File: config.mk
export PLATFORM = sky130hd
export DESIGN_NAME = inv_shift_rows_stream_flat
export DESIGN_NICKNAME = d
export VERILOG_FILES = /design/src/rtl/aes_pkg.sv /design/src/rtl/inv_shift_rows_stream_if.sv /design/src/rtl/inv_shift_rows_stream_bank.sv /design/src/rtl/inv_shift_rows_stream.sv /design/src/flat_wrapper.sv
export SDC_FILE = /design/constraint.sdc
export NUM_CORES = 1
export LEC_CHECK = 0
export BUFFER_PORTS_ARGS = -buffer_cell sky130_fd_sc_hd__clkbuf_2
export CAP_MARGIN = 10
export CORE_ASPECT_RATIO = 2
export CORE_MARGIN = 2
export CORE_UTILIZATION = 60
export DETAILED_ROUTE_END_ITERATION = 16
export PLACE_DENSITY_LB_ADDON = 0.15
export SYNTH_ARGS = -nofsm -noshare
export SYNTH_HDL_FRONTEND = slang
export SYNTH_SLANG_ARGS = --single-unit
File: constraint.sdc
create_clock -name clk -period 6.3 [get_ports clk]
set_input_delay 1.89 -clock clk [delete_from_list [all_inputs] [get_ports clk]]
set_output_delay 1.89 -clock clk [all_outputs]
set_load 0.02 [all_outputs]
File: src/rtl/aes_pkg.sv
// Shared AES byte/block definitions and ShiftRows index tables.
// Byte order inside a block is i = 4*col + row.
package aes_pkg;

  localparam int BYTE_W      = 8;
  localparam int BLOCK_BYTES = 16;

  typedef logic [0:BYTE_W-1] byte_t;
  typedef logic [3:0]        idx_t;

  // Inverse ShiftRows: output byte i is taken from input byte INV_SR_IDX[i].
  // Element 15 is the leftmost entry.
  localparam logic [15:0][3:0] INV_SR_IDX = {
    4'd3,  4'd6,  4'd9,  4'd12,
    4'd15, 4'd2,  4'd5,  4'd8,
    4'd11, 4'd14, 4'd1,  4'd4,
    4'd7,  4'd10, 4'd13, 4'd0
  };

  // Forward ShiftRows: output byte i is taken from input byte FWD_SR_IDX[i].
  localparam logic [15:0][3:0] FWD_SR_IDX = {
    4'd11, 4'd6,  4'd1,  4'd12,
    4'd7,  4'd2,  4'd13, 4'd8,
    4'd3,  4'd14, 4'd9,  4'd4,
    4'd15, 4'd10, 4'd5,  4'd0
  };

  function automatic idx_t inv_sr_idx(input idx_t i);
    return INV_SR_IDX[i];
  endfunction

  function automatic idx_t fwd_sr_idx(input idx_t i);
    return FWD_SR_IDX[i];
  endfunction

endpackage

File: src/rtl/inv_shift_rows_stream_if.sv
// Byte-stream handshake bundle for the inverse ShiftRows block.
interface inv_shift_rows_stream_if;
  import aes_pkg::*;

  byte_t in_data;
  logic  in_valid;
  logic  in_ready;
  byte_t out_data;
  logic  out_valid;
  logic  out_ready;
  logic  out_first;
  logic  out_last;

  // Block side
  modport slave (
    input  in_data, in_valid, out_ready,
    output in_ready, out_data, out_valid, out_first, out_last
  );

  // Producer/consumer side
  modport master (
    output in_data, in_valid, out_ready,
    input  in_ready, out_data, out_valid, out_first, out_last
  );

endinterface

File: src/rtl/inv_shift_rows_stream_bank.sv
// One 16-byte ping-pong bank: linear write port, inverse-ShiftRows
// permuted read mux and a full flag.
module inv_sr_bank
  import aes_pkg::*;
(
  input  logic  clk,
  input  logic  rst,
  input  logic  wr_en,
  input  idx_t  wr_addr,
  input  byte_t wr_data,
  input  logic  set_full,
  input  logic  clr_full,
  input  idx_t  rd_idx,
  output byte_t rd_data,
  output logic  full
);

  byte_t mem_r [BLOCK_BYTES];
  logic  full_r;

  // Byte storage, cleared on reset so no stale data survives an abort
  always_ff @(posedge clk) begin
    if (!rst) begin
      for (int i = 0; i < BLOCK_BYTES; i++) begin
        mem_r[i] <= '0;
      end
    end else if (wr_en) begin
      mem_r[wr_addr] <= wr_data;
    end
  end

  // Full flag: set by the 16th write, cleared by the 16th read (never both)
  always_ff @(posedge clk) begin
    if (!rst) begin
      full_r <= 1'b0;
    end else if (set_full) begin
      full_r <= 1'b1;
    end else if (clr_full) begin
      full_r <= 1'b0;
    end
  end

  // Read mux applies the inverse row rotation via the index table
  always_comb begin
    rd_data = mem_r[inv_sr_idx(rd_idx)];
    full    = full_r;
  end

endmodule

File: src/rtl/inv_shift_rows_stream.sv
// Streaming inverse ShiftRows: bytes of a block are collected into one of
// two banks and read back in permuted order while the other bank fills.
module inv_shift_rows_stream
  import aes_pkg::*;
(
  input logic clk,
  input logic rst,
  inv_shift_rows_stream_if.slave bus
);

  logic  wr_sel_r;
  logic  rd_sel_r;
  idx_t  wr_cnt_r;
  idx_t  rd_cnt_r;
  logic  [1:0] full_s;
  byte_t rd_data_s [2];
  logic  wr_full_s;
  logic  rd_full_s;
  logic  in_fire_s;
  logic  out_fire_s;

  // Handshake decode; in_ready depends only on registered state
  always_comb begin
    wr_full_s  = full_s[wr_sel_r];
    rd_full_s  = full_s[rd_sel_r];
    in_fire_s  = bus.in_valid & ~wr_full_s;
    out_fire_s = rd_full_s & bus.out_ready;
  end

  for (genvar b = 0; b < 2; b++) begin : g_bank
    inv_sr_bank u_bank (
      .clk      (clk),
      .rst      (rst),
      .wr_en    (in_fire_s && (wr_sel_r == 1'(b))),
      .wr_addr  (wr_cnt_r),
      .wr_data  (bus.in_data),
      .set_full (in_fire_s && (wr_sel_r == 1'(b)) && (wr_cnt_r == 4'd15)),
      .clr_full (out_fire_s && (rd_sel_r == 1'(b)) && (rd_cnt_r == 4'd15)),
      .rd_idx   (rd_cnt_r),
      .rd_data  (rd_data_s[b]),
      .full     (full_s[b])
    );
  end

  // Write pointer: byte counter and bank select advance per accepted byte
  always_ff @(posedge clk) begin
    if (!rst) begin
      wr_cnt_r <= 4'd0;
      wr_sel_r <= 1'b0;
    end else if (in_fire_s) begin
      wr_cnt_r <= wr_cnt_r + 4'd1;
      if (wr_cnt_r == 4'd15) begin
        wr_sel_r <= ~wr_sel_r;
      end
    end
  end

  // Read pointer: byte counter and bank select advance per delivered byte
  always_ff @(posedge clk) begin
    if (!rst) begin
      rd_cnt_r <= 4'd0;
      rd_sel_r <= 1'b0;
    end else if (out_fire_s) begin
      rd_cnt_r <= rd_cnt_r + 4'd1;
      if (rd_cnt_r == 4'd15) begin
        rd_sel_r <= ~rd_sel_r;
      end
    end
  end

  // Output decode; data is forced to zero whenever nothing is offered
  always_comb begin
    bus.in_ready  = ~wr_full_s;
    bus.out_valid = rd_full_s;
    bus.out_data  = rd_full_s ? rd_data_s[rd_sel_r] : '0;
    bus.out_first = rd_full_s & (rd_cnt_r == 4'd0);
    bus.out_last  = rd_full_s & (rd_cnt_r == 4'd15);
  end

endmodule

File: src/flat_wrapper.sv
// flat-port wrapper written by rule: the top's interface ports become plain ports
module inv_shift_rows_stream_flat import aes_pkg::*;
  (clk, rst, bus_in_data, bus_in_valid, bus_out_ready, bus_in_ready, bus_out_data, bus_out_valid, bus_out_first, bus_out_last);
  inv_shift_rows_stream_if bus_i ();
  input logic clk;
  input logic rst;
  input wire logic [$bits(bus_i.in_data)-1:0] bus_in_data;
  input wire logic [$bits(bus_i.in_valid)-1:0] bus_in_valid;
  input wire logic [$bits(bus_i.out_ready)-1:0] bus_out_ready;
  output wire logic [$bits(bus_i.in_ready)-1:0] bus_in_ready;
  output wire logic [$bits(bus_i.out_data)-1:0] bus_out_data;
  output wire logic [$bits(bus_i.out_valid)-1:0] bus_out_valid;
  output wire logic [$bits(bus_i.out_first)-1:0] bus_out_first;
  output wire logic [$bits(bus_i.out_last)-1:0] bus_out_last;
  assign bus_i.in_data = bus_in_data;
  assign bus_i.in_valid = bus_in_valid;
  assign bus_i.out_ready = bus_out_ready;
  assign bus_in_ready = bus_i.in_ready;
  assign bus_out_data = bus_i.out_data;
  assign bus_out_valid = bus_i.out_valid;
  assign bus_out_first = bus_i.out_first;
  assign bus_out_last = bus_i.out_last;
  inv_shift_rows_stream u_core (.clk(clk), .rst(rst), .bus(bus_i));
endmodule
======== After elaboration in Yosys (flattened, before gate mapping) ========
Memory sizes are Yosys's and may differ from the RTL's. A register that Yosys moved wholly into a read port is not among the register bits.
Cells that the tools add are included.
operators by class
  add/subtract/negate cells ............... 2
  order comparisons ....................... 4
  equality and inequality tests ........... 2
  muxes and demuxes ....................... 28
  bitwise logic cells ..................... 8
  reduce and logical (&&, ||, !) cells .... 15
operator list
  cell                                                 count
  2-to-1 mux 8 bit                                     6
  2-to-1 mux 4 bit                                     5
  2-to-1 mux 1 bit                                     17
  OR reduction 8 bit                                   2
  adder 4 x 1 -> 4 bit (second input constant)         2
  equality test 4 bit (second input constant)          2
  logical AND 1 bit                                    8
  < comparator 4 x 5 -> 1 bit (second input constant)  1
  AND 1 bit                                            4
  zero test 4 bit                                      1
  < comparator 1 x 2 -> 1 bit (second input constant)  2
  AND reduction 2 bit                                  2
  nonzero test 2 bit                                   2
  NOT 1 bit                                            3
  >= comparator 2 bit (second input constant)          1
  NOT 1 -> 2 bit                                       1
storage, ports and cells
  register bits ........................... 12
  RAM bits ................................ 256
  ROM bits ................................ 64
  output and inout bits ................... 12
  logic and storage cells ................. 68
  memories kept ........................... 3
memory list
  name                           depth  bits a word  read ports  clocked after Yosys merged registers in  wr ports  line                              RTL
  u_core.g_bank[0].u_bank.mem_r  16     8            1           0                                        16        inv_shift_rows_stream_bank.sv:18  byte_t mem_r [BLOCK_BYTES];
  u_core.g_bank[1].u_bank.mem_r  16     8            1           0                                        16        inv_shift_rows_stream_bank.sv:18
  (no name shown)                16     4            1           1                                        0         aes_pkg.sv:29                     return INV_SR_IDX[i];

======== Longest topological paths before layout ========
Gate-level depths: netlist of run 1.
  word-level depth ........................ 10
  gate-level depth with buffers ........... 7
  gate-level depth less buffers ........... 5

======== Modules after synthesis ========
From an unflattened synthesis of run 1, not the netlist that was laid out.
second synthesis, totals
  cell total of the unflattened synthesis .. 981
  area, all modules ....................... 12867.3 um^2
by module, submodules not included
  module                 times used  cells an instance  area each (um^2)  seq. area each (um^2)
  inv_sr_bank            2           447                6087.1            3863.7
  inv_shift_rows_stream  1           87                 693.2             200.2

======== Least setup slack after synthesis of run 1 ========
Ideal clock, no wire load.
  path type ............................... register to output
  start ................................... register with a tool-made name
  end ..................................... output bus_out_data[1]
  data arrival time ....................... 1697 ps
  required time ........................... 4410 ps
  path slack .............................. 2713 ps
  cell stages (with the launch flop) ...... 8
  buffers on the path ..................... 4
  path through ............................ dfxtp_1 buf_4 buf_6 buf_6 buf_4 nor2b_1 a22oi_1 a31oi_1
RTL lines
  element           line                RTL
  end: declaration  flat_wrapper.sv:11  output wire logic [$bits(bus_i.out_data)-1:0] bus_out_data;

==> results.sh, run 1 <==
export IMPL_use_met1=0.307
export IMPL_fillerInstances=1522
export IMPL_layout_common_cells="edfxtp_1 (256), and2_1 (142), and3_1 (126), mux4_2 (64)"
export IMPL_first_iter_violations=525
export IMPL_synthDistinctLibCells=44
export IMPL_nets=864
export IMPL_busiest_layer="met2"
export IMPL_tightest_slew_ps=1160
export IMPL_synthToLayoutAreaGrowth_pct=7.48
export IMPL_path_max_fanout=34
export IMPL_track_usage=0.275
export IMPL_syn_avg_cell_area_sq_um=14.8
export IMPL_cts_made_buffers=23
export IMPL_hold_viol=0
export IMPL_io_pins=24
export IMPL_max_stage_delay_ps=820
export IMPL_io_buffer_count=23
export IMPL_r2r_cells=4
export IMPL_diodes=0
export IMPL_syn_inst=867
export IMPL_antenna_found_initial=0
export IMPL_clock_fmax_ghz=0.201
export IMPL_cts_sinks=272
export IMPL_grt_use_met3=0.0339
export IMPL_synth_edff_count=256
export IMPL_cp_arrival_ps=3090
export IMPL_rrSetupSlack_ps=3110
export IMPL_cts_root_buf="clkbuf_16"
export IMPL_cp_start_kind="register"
export IMPL_yosysWarnings=0
export IMPL_drtPass1Iterations=5
export IMPL_worstSetupEndpointType="output port"
export IMPL_htree_levels=1
export IMPL_cts_path_max_buffers=3
export IMPL_final_common_cell="edfxtp_1"
export IMPL_grt_max_degree=48
export IMPL_critPathKind="register to output port"
export IMPL_ant_nets=0
export IMPL_use_met2=0.501
export IMPL_ys_async_sr_fraction=0
export IMPL_clk_insertion_delay_late_ps=520
export IMPL_fin_skew_ps=9.88
export IMPL_min_period_over_period=0.790
export IMPL_hold_buffers=0
export IMPL_grt_overflow_total=0
export IMPL_gp_congestion=0.811
export IMPL_die_w_microns=107
export IMPL_rows=75
export IMPL_relSlewSlack=0.229
export IMPL_viasPerCell=6.46
export IMPL_finalCriticalPeriod_ps=4980
export IMPL_min_path_type="register to register"
export IMPL_place_hpwl_mm=20.1
export IMPL_wl_per_cell_microns=26.7
export IMPL_synth_ff_type="edfxtp_1"
export IMPL_worst_ir_drop_vdd_mv=0.228
export IMPL_cts_resized=0
export IMPL_die_area_sq_um=22600
export IMPL_drt_total_wl_mm=30.2
export IMPL_drc=0
export IMPL_status="finished, final reports clean"
export IMPL_via_count=7299
export IMPL_cts_tree="done"
export IMPL_p_leak_nw=5.34
export IMPL_yosysSeqAreaShare=0.624
export IMPL_cts_setup_buffers=0
export IMPL_layout_drive_gt1_share=0.175
export IMPL_syn_nets=885
export IMPL_grt_pass1_vias=7647
export IMPL_syn_area_sq_um=12800
export IMPL_required_ps=4410
export IMPL_core_area_sq_um=21000
export IMPL_r2r_start="u_core.wr_cnt_r[0]"
export IMPL_r2r_end="u_core.g_bank[1].u_bank.mem_r[3][0]"
export IMPL_ys_seq_elements=272
export IMPL_grt_pass1_wl_mm=45.0
export IMPL_cp_slowest_cell="dfxtp_4"
export IMPL_path_cells="buf_4 -> mux4_2 -> mux2i_1 -> a221o_1 -> a31oi_1 -> clkbuf_2"
export IMPL_drv_cap=0
export IMPL_slew_viol_final=0
export IMPL_rsz0062_at_grt="no"
export IMPL_setup_tns_ps=0
export IMPL_setup_viol=0
export IMPL_crit_path_end="bus_out_data[4]"
export IMPL_powerDensity_nw_per_um2=271
export IMPL_hold_slack_ps=527
export IMPL_die_y_microns=211
export IMPL_clkTransAtPathRegs_ps=70
export IMPL_start_util=0.610
## area by class of cell
| type | count | area (sq um) | share of cell area |
|---|---|---|---|
| Inverter | 7 | 26.3 | 0.00191 |
| Clock buffer | 24 | 579 | 0.0420 |
| Tap cell | 269 | 337 | 0.0244 |
| Timing Repair Buffer | 35 | 230 | 0.0167 |
| Multi-Input combinational cell | 507 | 4390 | 0.319 |
| Sequential cell | 272 | 8010 | 0.581 |
| Clock inverter | 16 | 210 | 0.0152 |
## worst min-delay path by stage
| stage | startpoint | end | slack, ps | cells after the start |
|---|---|---|---|---|
| 5_1_grt | u_core.g_bank[1].u_bank.full | u_core.g_bank[1].u_bank.full | 570 | 1 |
| 2_1_floorplan | u_core.wr_cnt_r[1] | u_core.wr_cnt_r[1] | 480 | 2 |
| 6_report | u_core.wr_cnt_r[1] | u_core.wr_cnt_r[1] | 530 | 2 |
| 4_1_cts | u_core.wr_cnt_r[1] | u_core.wr_cnt_r[1] | 520 | 2 |
| 3_3_place_gp | u_core.wr_cnt_r[1] | u_core.wr_cnt_r[1] | 490 | 2 |
| 3_5_place_dp | u_core.wr_cnt_r[1] | u_core.wr_cnt_r[1] | 510 | 2 |
## critical path, delay by kind of cell (launching register included)
kind / cells / cell delay [ps]
muxes: 2 / 770
AOI/OAI and AO/OA: 2 / 320
DFF: 1 / 820
buffers and inverters: 2 / 600
## through the flow
stage	instance area [sq um]	util	setup WS [ps]	total power [mW]	cells
6_report	13800	0.656	1320	3.74	1130
5_1_grt	13800	0.656	1140	3.82	1130
4_1_cts	13700	0.654	1250	3.74	1128
3_5_place_dp	13000	0.616	1790	2.26	1088
3_3_place_gp	13000	0.616	1830	2.25	1087
2_1_floorplan	12800	-	2710	2.18	867
## Yosys cell counts, drive strengths merged, types with 8 or more instances
| cell | instances | area (sq um) |
|---|---|---|
| mux2i | 25 | 258 |
| and3 | 126 | 788 |
| clkbuf | 56 | 210 |
| nor2 | 20 | 75.1 |
| buf | 25 | 193 |
| dfxtp | 16 | 320 |
| o21ai | 16 | 80.1 |
| a22oi | 8 | 60.1 |
| a21bo | 15 | 150 |
| and2 | 142 | 888 |
| nand3 | 8 | 40.0 |
| edfxtp | 256 | 7690 |
| nand2 | 20 | 82.6 |
| mux4 | 64 | 1440 |
## flip-flops by register name (all words and copies together) (netlist names), named ones only
signal and flops:
u_core.g_bank.u_bank.full 2, u_core.g_bank.u_bank.mem_r 256, u_core.rd_cnt_r 4, u_core.rd_sel_r 1, u_core.wr_cnt_r 4, u_core.wr_sel_r 1
## power by group
part	leakage (nW)	switching [mW]	total, mW	internal, mW
combinational	2.17	0.117	0.166	0.0496
clock	0.386	0.638	1.51	0.874
sequential	2.78	0.0253	2.06	2.03
## cell families (layout without fill, tap and decap cells)
| kind of cell | count (synthesis) | in the layout | synth area share |
|---|---|---|---|
| multiplexers | 92 | 92 | 0.135 |
| AO/OA/AOI/OAI | 64 | 64 | 0.0369 |
| AND/OR/NAND/NOR | 338 | 338 | 0.159 |
| flip-flops | 272 | 272 | 0.624 |
| adder cells (fa/ha/maj) | 6 | 6 | 0.00585 |
| XOR/XNOR | 7 | 7 | 0.00595 |
| buffers and inverters | 88 | 82 | 0.0334 |
## per-layer routing
| metal | wire length [microns] | up-vias | share of wire |
|---|---|---|---|
| li1 | - | 3220 | - |
| met1 | 10400 | 3720 | 0.35 |
| met2 | 16600 | 266 | 0.55 |
| met3 | 1320 | 93 | 0.044 |
| met4 | 1820 | 0 | 0.060 |
| met5 | 0 | - | 0 |
No activity file was read; power rests on OpenSTA's default activity.
==> run 2, diff against run 1 <==
==> constraint.sdc (replaced) <==
create_clock -name clk -period 5.05 [get_ports clk]
set_input_delay 1.515 -clock clk [delete_from_list [all_inputs] [get_ports clk]]
set_output_delay 1.515 -clock clk [all_outputs]
set_load 0.02 [all_outputs]
==> run 2 against run 1 <==
- clock-buffer cell count increased by 10
- routed wire length increased by 0.62%
- sequential power increased by 24%
- final cell count about the same
- via count decreased by 0.42%
- clock skew increased by 14 ps
- register-to-register slack got worse by 920 ps
- global-route usage increased by 0.31 points
- largest power group unchanged
- highest routed layer unchanged
==> results.sh, run 2 (synthesis gave the netlist of run 1 again) <==
export IMPL_relSlewSlack=0.348
export IMPL_fin_skew_ps=23.4
export IMPL_nets=866
export IMPL_setup_viol=0
export IMPL_final_cells=1131
export IMPL_wl_per_cell_microns=26.8
export IMPL_gp_congestion=0.872
export IMPL_die_area_sq_um=22600
export IMPL_grt_max_degree=48
export IMPL_multiInputGateArea_sq_um=4390
export IMPL_grt_overflow_total=0
export IMPL_place_hpwl_mm=20.1
export IMPL_path_max_fanout=33
export IMPL_largest_register="u_core.g_bank.u_bank.mem_r"
export IMPL_antenna_found_initial=0
export IMPL_cts_sinks=272
export IMPL_cts_setup_buffers=0
export IMPL_rsz0062_at_grt="no"
export IMPL_via_count=7268
export IMPL_finalCriticalPeriod_ps=4500
export IMPL_clkTransAtPathRegs_ps=70
export IMPL_core_area_sq_um=21000
export IMPL_drt_total_wl_mm=30.4
export IMPL_cts_resized=0
export IMPL_cpLargestDelayFamily="flip-flops"
export IMPL_powerDensity_nw_per_um2=323
export IMPL_critPathKind="register to output port"
export IMPL_final_core_util=0.651
export IMPL_io_buffer_count=23
export IMPL_worstSetupEndpointType="output port"
export IMPL_p_total_mw=4.42
export IMPL_cp_slowest_cell="dfxtp_4"
export IMPL_die_y_microns=211
export IMPL_tightest_slew_ps=973
export IMPL_status="finished, final reports clean"
export IMPL_max_stage_delay_ps=810
export IMPL_first_iter_violations=547
export IMPL_worst_ir_drop_vdd_mv=0.317
export IMPL_cts_root_buf="clkbuf_16"
export IMPL_cp_arrival_ps=2990
export IMPL_min_path_type="register to register"
export IMPL_required_ps=3540
export IMPL_largest_reg_flops=256
export IMPL_hold_buffers=0
export IMPL_drtPass1Iterations=5
export IMPL_path_cells="buf_12 -> mux4_2 -> mux2i_1 -> o211ai_1 -> and3_1 -> clkbuf_2"
export IMPL_biggestRegsByFlops="u_core.g_bank.u_bank.mem_r: 256 flops, u_core.rd_cnt_r: 4 flops, u_core.wr_cnt_r: 4 flops"
export IMPL_hold_viol=0
export IMPL_rows=75
export IMPL_cts_made_buffers=23
export IMPL_seqCellArea_sq_um=8010
export IMPL_viasPerCell=6.43
export IMPL_drc=0
export IMPL_p_leak_nw=5.28
export IMPL_fillerInstances=1543
export IMPL_cp_buffers_inverters=2
export IMPL_final_common_cell="edfxtp_1"
export IMPL_final_cell_area_sq_um=13700
export IMPL_place_area_sq_um=13000
export IMPL_cts_tree="done"
export IMPL_track_usage=0.279
export IMPL_diodes=0
export IMPL_start_util=0.610
export IMPL_ant_nets=0
export IMPL_place_inst=1092
export IMPL_grt_pass1_vias=7764
export IMPL_layout_drive_gt1_share=0.171
export IMPL_drv_cap=0
export IMPL_cp_start_kind="register"
export IMPL_slew_viol_final=0
export IMPL_htree_levels=1
export IMPL_cts_path_max_buffers=3
export IMPL_min_period_over_period=0.892
export IMPL_synthToLayoutAreaGrowth_pct=6.61
export IMPL_grt_pass1_wl_mm=46.0
export IMPL_die_w_microns=107
export IMPL_io_pins=24
export IMPL_clk_insertion_delay_late_ps=530
export IMPL_clock_fmax_ghz=0.222
export IMPL_rrSetupSlack_ps=2190
export IMPL_layout_common_cells="edfxtp_1 (256), and2_1 (142), and3_1 (126), mux4_2 (64)"
export IMPL_setup_tns_ps=0
## run 2: cell count changes in the layout (fill, tap and decap cells not counted), sizes merged
| cell | previous run | this run |
|---|---|---|
| clkbuf | 47 | 57 |
| clkinv | 10 | 4 |
| buf | 12 | 14 |
| bufinv | 5 | 0 |
## run 2: cell type report
cell class                      count  share of cell area
Timing Repair Buffer               37              0.0179
Clock buffer                       34              0.0466
Sequential cell                   272               0.586
Inverter                            7             0.00192
Tap cell                          269              0.0246
Clock inverter                      5             0.00192
Multi-Input combinational cell    507               0.321
## run 2: worst paths after layout
kind                                       end  depth (start not counted)                         start
hold reg to reg   u_core.g_bank[0].u_bank.full                          2  u_core.g_bank[0].u_bank.full
setup reg to reg                      register                          5               u_core.rd_sel_r
setup / recovery               bus_out_data[7]                          6                      register
hold / removal    u_core.g_bank[0].u_bank.full                          2  u_core.g_bank[0].u_bank.full
## run 2: routing by layer
metal / vias to the layer above / share of wire / track usage
met5: - / 0 / 0
li1: 3229 / - / -
met4: 0 / 0.041 / 0.115
met2: 261 / 0.56 / 0.521
met1: 3713 / 0.34 / 0.320
met3: 65 / 0.052 / 0.0296
## run 2: power by group
part / leakage, nW / switching [mW] / internal [mW]
logic: 2.18 / 0.150 / 0.0558
clock network: 0.322 / 0.780 / 0.872
registers: 2.78 / 0.0268 / 2.54
## run 2: worst register-to-register path, cell delays in order (launching register included)
cell     delay (ps)
dfxtp_1         870
mux2i_2         860
inv_2           160
nand2_4         150
mux2i_2         240
xor3_1          450
## run 2: metrics by stage
stage	hold WS (ps)	setup slack (ps)
after CTS	536	505
after global placement	512	1150
after global routing	565	393
after floorplan	476	1840
final	538	546
after detailed placement	525	1120
==> run 3, diff against run 2 <==
--- a/config.mk
+++ b/config.mk
@@ -7,9 +7,11 @@
 export LEC_CHECK = 0
 export BUFFER_PORTS_ARGS = -buffer_cell sky130_fd_sc_hd__clkbuf_2
 export CAP_MARGIN = 10
+export CELL_PAD_IN_SITES_DETAIL_PLACEMENT = 1
+export CELL_PAD_IN_SITES_GLOBAL_PLACEMENT = 2
 export CORE_ASPECT_RATIO = 2
 export CORE_MARGIN = 2
-export CORE_UTILIZATION = 60
+export CORE_UTILIZATION = 47
 export DETAILED_ROUTE_END_ITERATION = 16
 export PLACE_DENSITY_LB_ADDON = 0.15
 export SYNTH_ARGS = -nofsm -noshare
==> run 3 against run 2 <==
- register-to-register slack lost 150 ps
- setup slack got worse by 27 ps
- sequential power about the same
- die area up 27%
- non-clock buffer count grew 7
- design area increased by 2.0%
==> results.sh, run 3 (synthesis gave the netlist of run 1 again) <==
export IMPL_status="finished, final reports clean"
export IMPL_critPathKind="register to output port"
export IMPL_place_hpwl_mm=23.4
export IMPL_worst_ir_drop_vdd_mv=0.291
export IMPL_layout_common_cells="edfxtp_1 (256), and2_1 (142), and3_1 (126), mux4_2 (64), clkbuf_16 (25)"
export IMPL_drt_met1_wl_mm=11.9
export IMPL_grt_max_degree=38
export IMPL_die_w_microns=121
export IMPL_cts_resized=0
export IMPL_cts_root_buf="clkbuf_16"
export IMPL_drv_cap=0
export IMPL_cts_tree="done"
export IMPL_internal_power_mw=3.72
export IMPL_start_util=0.477
export IMPL_synthToLayoutAreaGrowth_pct=8.79
export IMPL_cts_path_max_buffers=3
export IMPL_first_iter_violations=468
export IMPL_p_comb_frac=0.045
export IMPL_cp_arrival_ps=3020
export IMPL_drt_total_wl_mm=34.2
export IMPL_largest_reg_flops=256
export IMPL_fin_skew_ps=20.3
export IMPL_clkTransAtPathRegs_ps=70
export IMPL_ant_nets=0
export IMPL_via_count=7287
export IMPL_grt_pass1_wl_mm=51.3
export IMPL_cts_sinks=272
export IMPL_worstSetupEndpointType="output port"
export IMPL_rsz0062_at_grt="no"
export IMPL_grt_pass1_vias=8157
export IMPL_biggestRegsByFlops="u_core.g_bank.u_bank.mem_r: 256 flops, u_core.rd_cnt_r: 4 flops, u_core.wr_cnt_r: 4 flops"
export IMPL_core_area_sq_um=26900
export IMPL_tightest_slew_ps=950
export IMPL_io_pins=24
export IMPL_rows=85
export IMPL_nets=874
export IMPL_required_ps=3540
export IMPL_diodes=0
export IMPL_sequentialPowerShare=0.543
export IMPL_largest_register="u_core.g_bank.u_bank.mem_r"
export IMPL_clk_insertion_delay_late_ps=540
export IMPL_hold_viol=0
export IMPL_hold_buffers=0
export IMPL_finalCriticalPeriod_ps=4530
export IMPL_met2_length_mm=20.2
export IMPL_cts_made_buffers=24
export IMPL_antenna_found_initial=0
export IMPL_sw_frac_of_total=0.214
export IMPL_wl_per_cell_microns=28.0
export IMPL_place_area_sq_um=13100
export IMPL_final_cell_area_sq_um=14000
export IMPL_min_path_type="register to register"
export IMPL_pwr_share_clk=0.412
export IMPL_path_max_fanout=17
export IMPL_setup_tns_ps=0
export IMPL_relSlewSlack=0.363
export IMPL_io_buffer_count=23
export IMPL_slew_viol_final=0
export IMPL_setup_viol=0
export IMPL_route_met3_wl_microns=846
export IMPL_drc=0
export IMPL_drtPass1Iterations=5
export IMPL_cp_start_kind="register"
export IMPL_die_y_microns=238
export IMPL_viasPerCell=5.97
export IMPL_track_usage=0.247
export IMPL_layout_drive_gt1_share=0.184
export IMPL_final_common_cell="edfxtp_1"
export IMPL_gp_congestion=0.832
export IMPL_clock_fmax_ghz=0.221
export IMPL_die_area_sq_um=28700
export IMPL_p_leak_nw=5.39
export IMPL_min_period_over_period=0.897
export IMPL_powerDensity_nw_per_um2=339
export IMPL_htree_levels=1
export IMPL_grt_overflow_total=0
export IMPL_p_switching_mw=1.01
export IMPL_maxUsedRoutingLayer="met4"
export IMPL_cts_setup_buffers=0
[run 3: changes by cell type in the layout (fill, tap and decap cells not counted)]
cell,change
buf_12,-2
clkbuf_8,-1
clkbuf_16,+2
bufinv_16,+4
clkinv_1,+1
clkinvlp_4,-1
clkinv_2,+3
clkbuf_1,-4
buf_4,+9
[run 3: power groups by stage]
stage	clock network [mW]	registers [mW]	logic [mW]
after detailed placement	0	2.62	0.215
after global routing	2.04	2.57	0.228
after global placement	0	2.61	0.208
final	1.95	2.57	0.212
after CTS	1.98	2.57	0.217
after floorplan	0	2.60	0.128
[run 3: critical path, stage by stage, from the launching register on]
cell,delay [ps]
dfxtp_4,560
buf_4,340
buf_4,300
mux4_2,530
mux2i_1,250
a21oi_1,120
and3_1,220
clkbuf_2,150
[run 3: metal layers]
metal	vias up	global-route usage
met5	-	0
met4	0	0.0969
met3	55	0.0214
met2	135	0.488
met1	3843	0.261
li1	3254	-
[run 3: stage by stage]
stage / util / worst slack [ps] / cells / power (mW) / hold slack [ps]
floorplan: - / 1840 / 867 / 2.72 / 476
global placement: 0.488 / 984 / 1178 / 2.82 / 497
detailed placement: 0.488 / 1010 / 1178 / 2.83 / 535
CTS: 0.519 / 427 / 1221 / 4.76 / 550
global route: 0.519 / 361 / 1221 / 4.84 / 581
finish: 0.519 / 520 / 1221 / 4.73 / 550
[run 3: path summary, 6_finish.rpt]
path | start | to | slack (ps) | depth (start not counted)
worst max-delay path | register | bus_out_data[0] | 520 | 7
worst min-delay path | u_core.g_bank[0].u_bank.full | u_core.g_bank[0].u_bank.full | 550 | 2
worst max register to register | u_core.rd_sel_r | register | 2040 | 5
worst min register to register | u_core.g_bank[0].u_bank.full | u_core.g_bank[0].u_bank.full | 550 | 2
[run 3: layout make-up]
class                      count  area (sq um)
timing repair buffer          44           273
clock buffer                  31           658
tap                          348           435
sequential                   272          8010
fill                        2562         12900
inverter                       7          26.3
multi-input combinational    507          4390
clock inverter                12           158
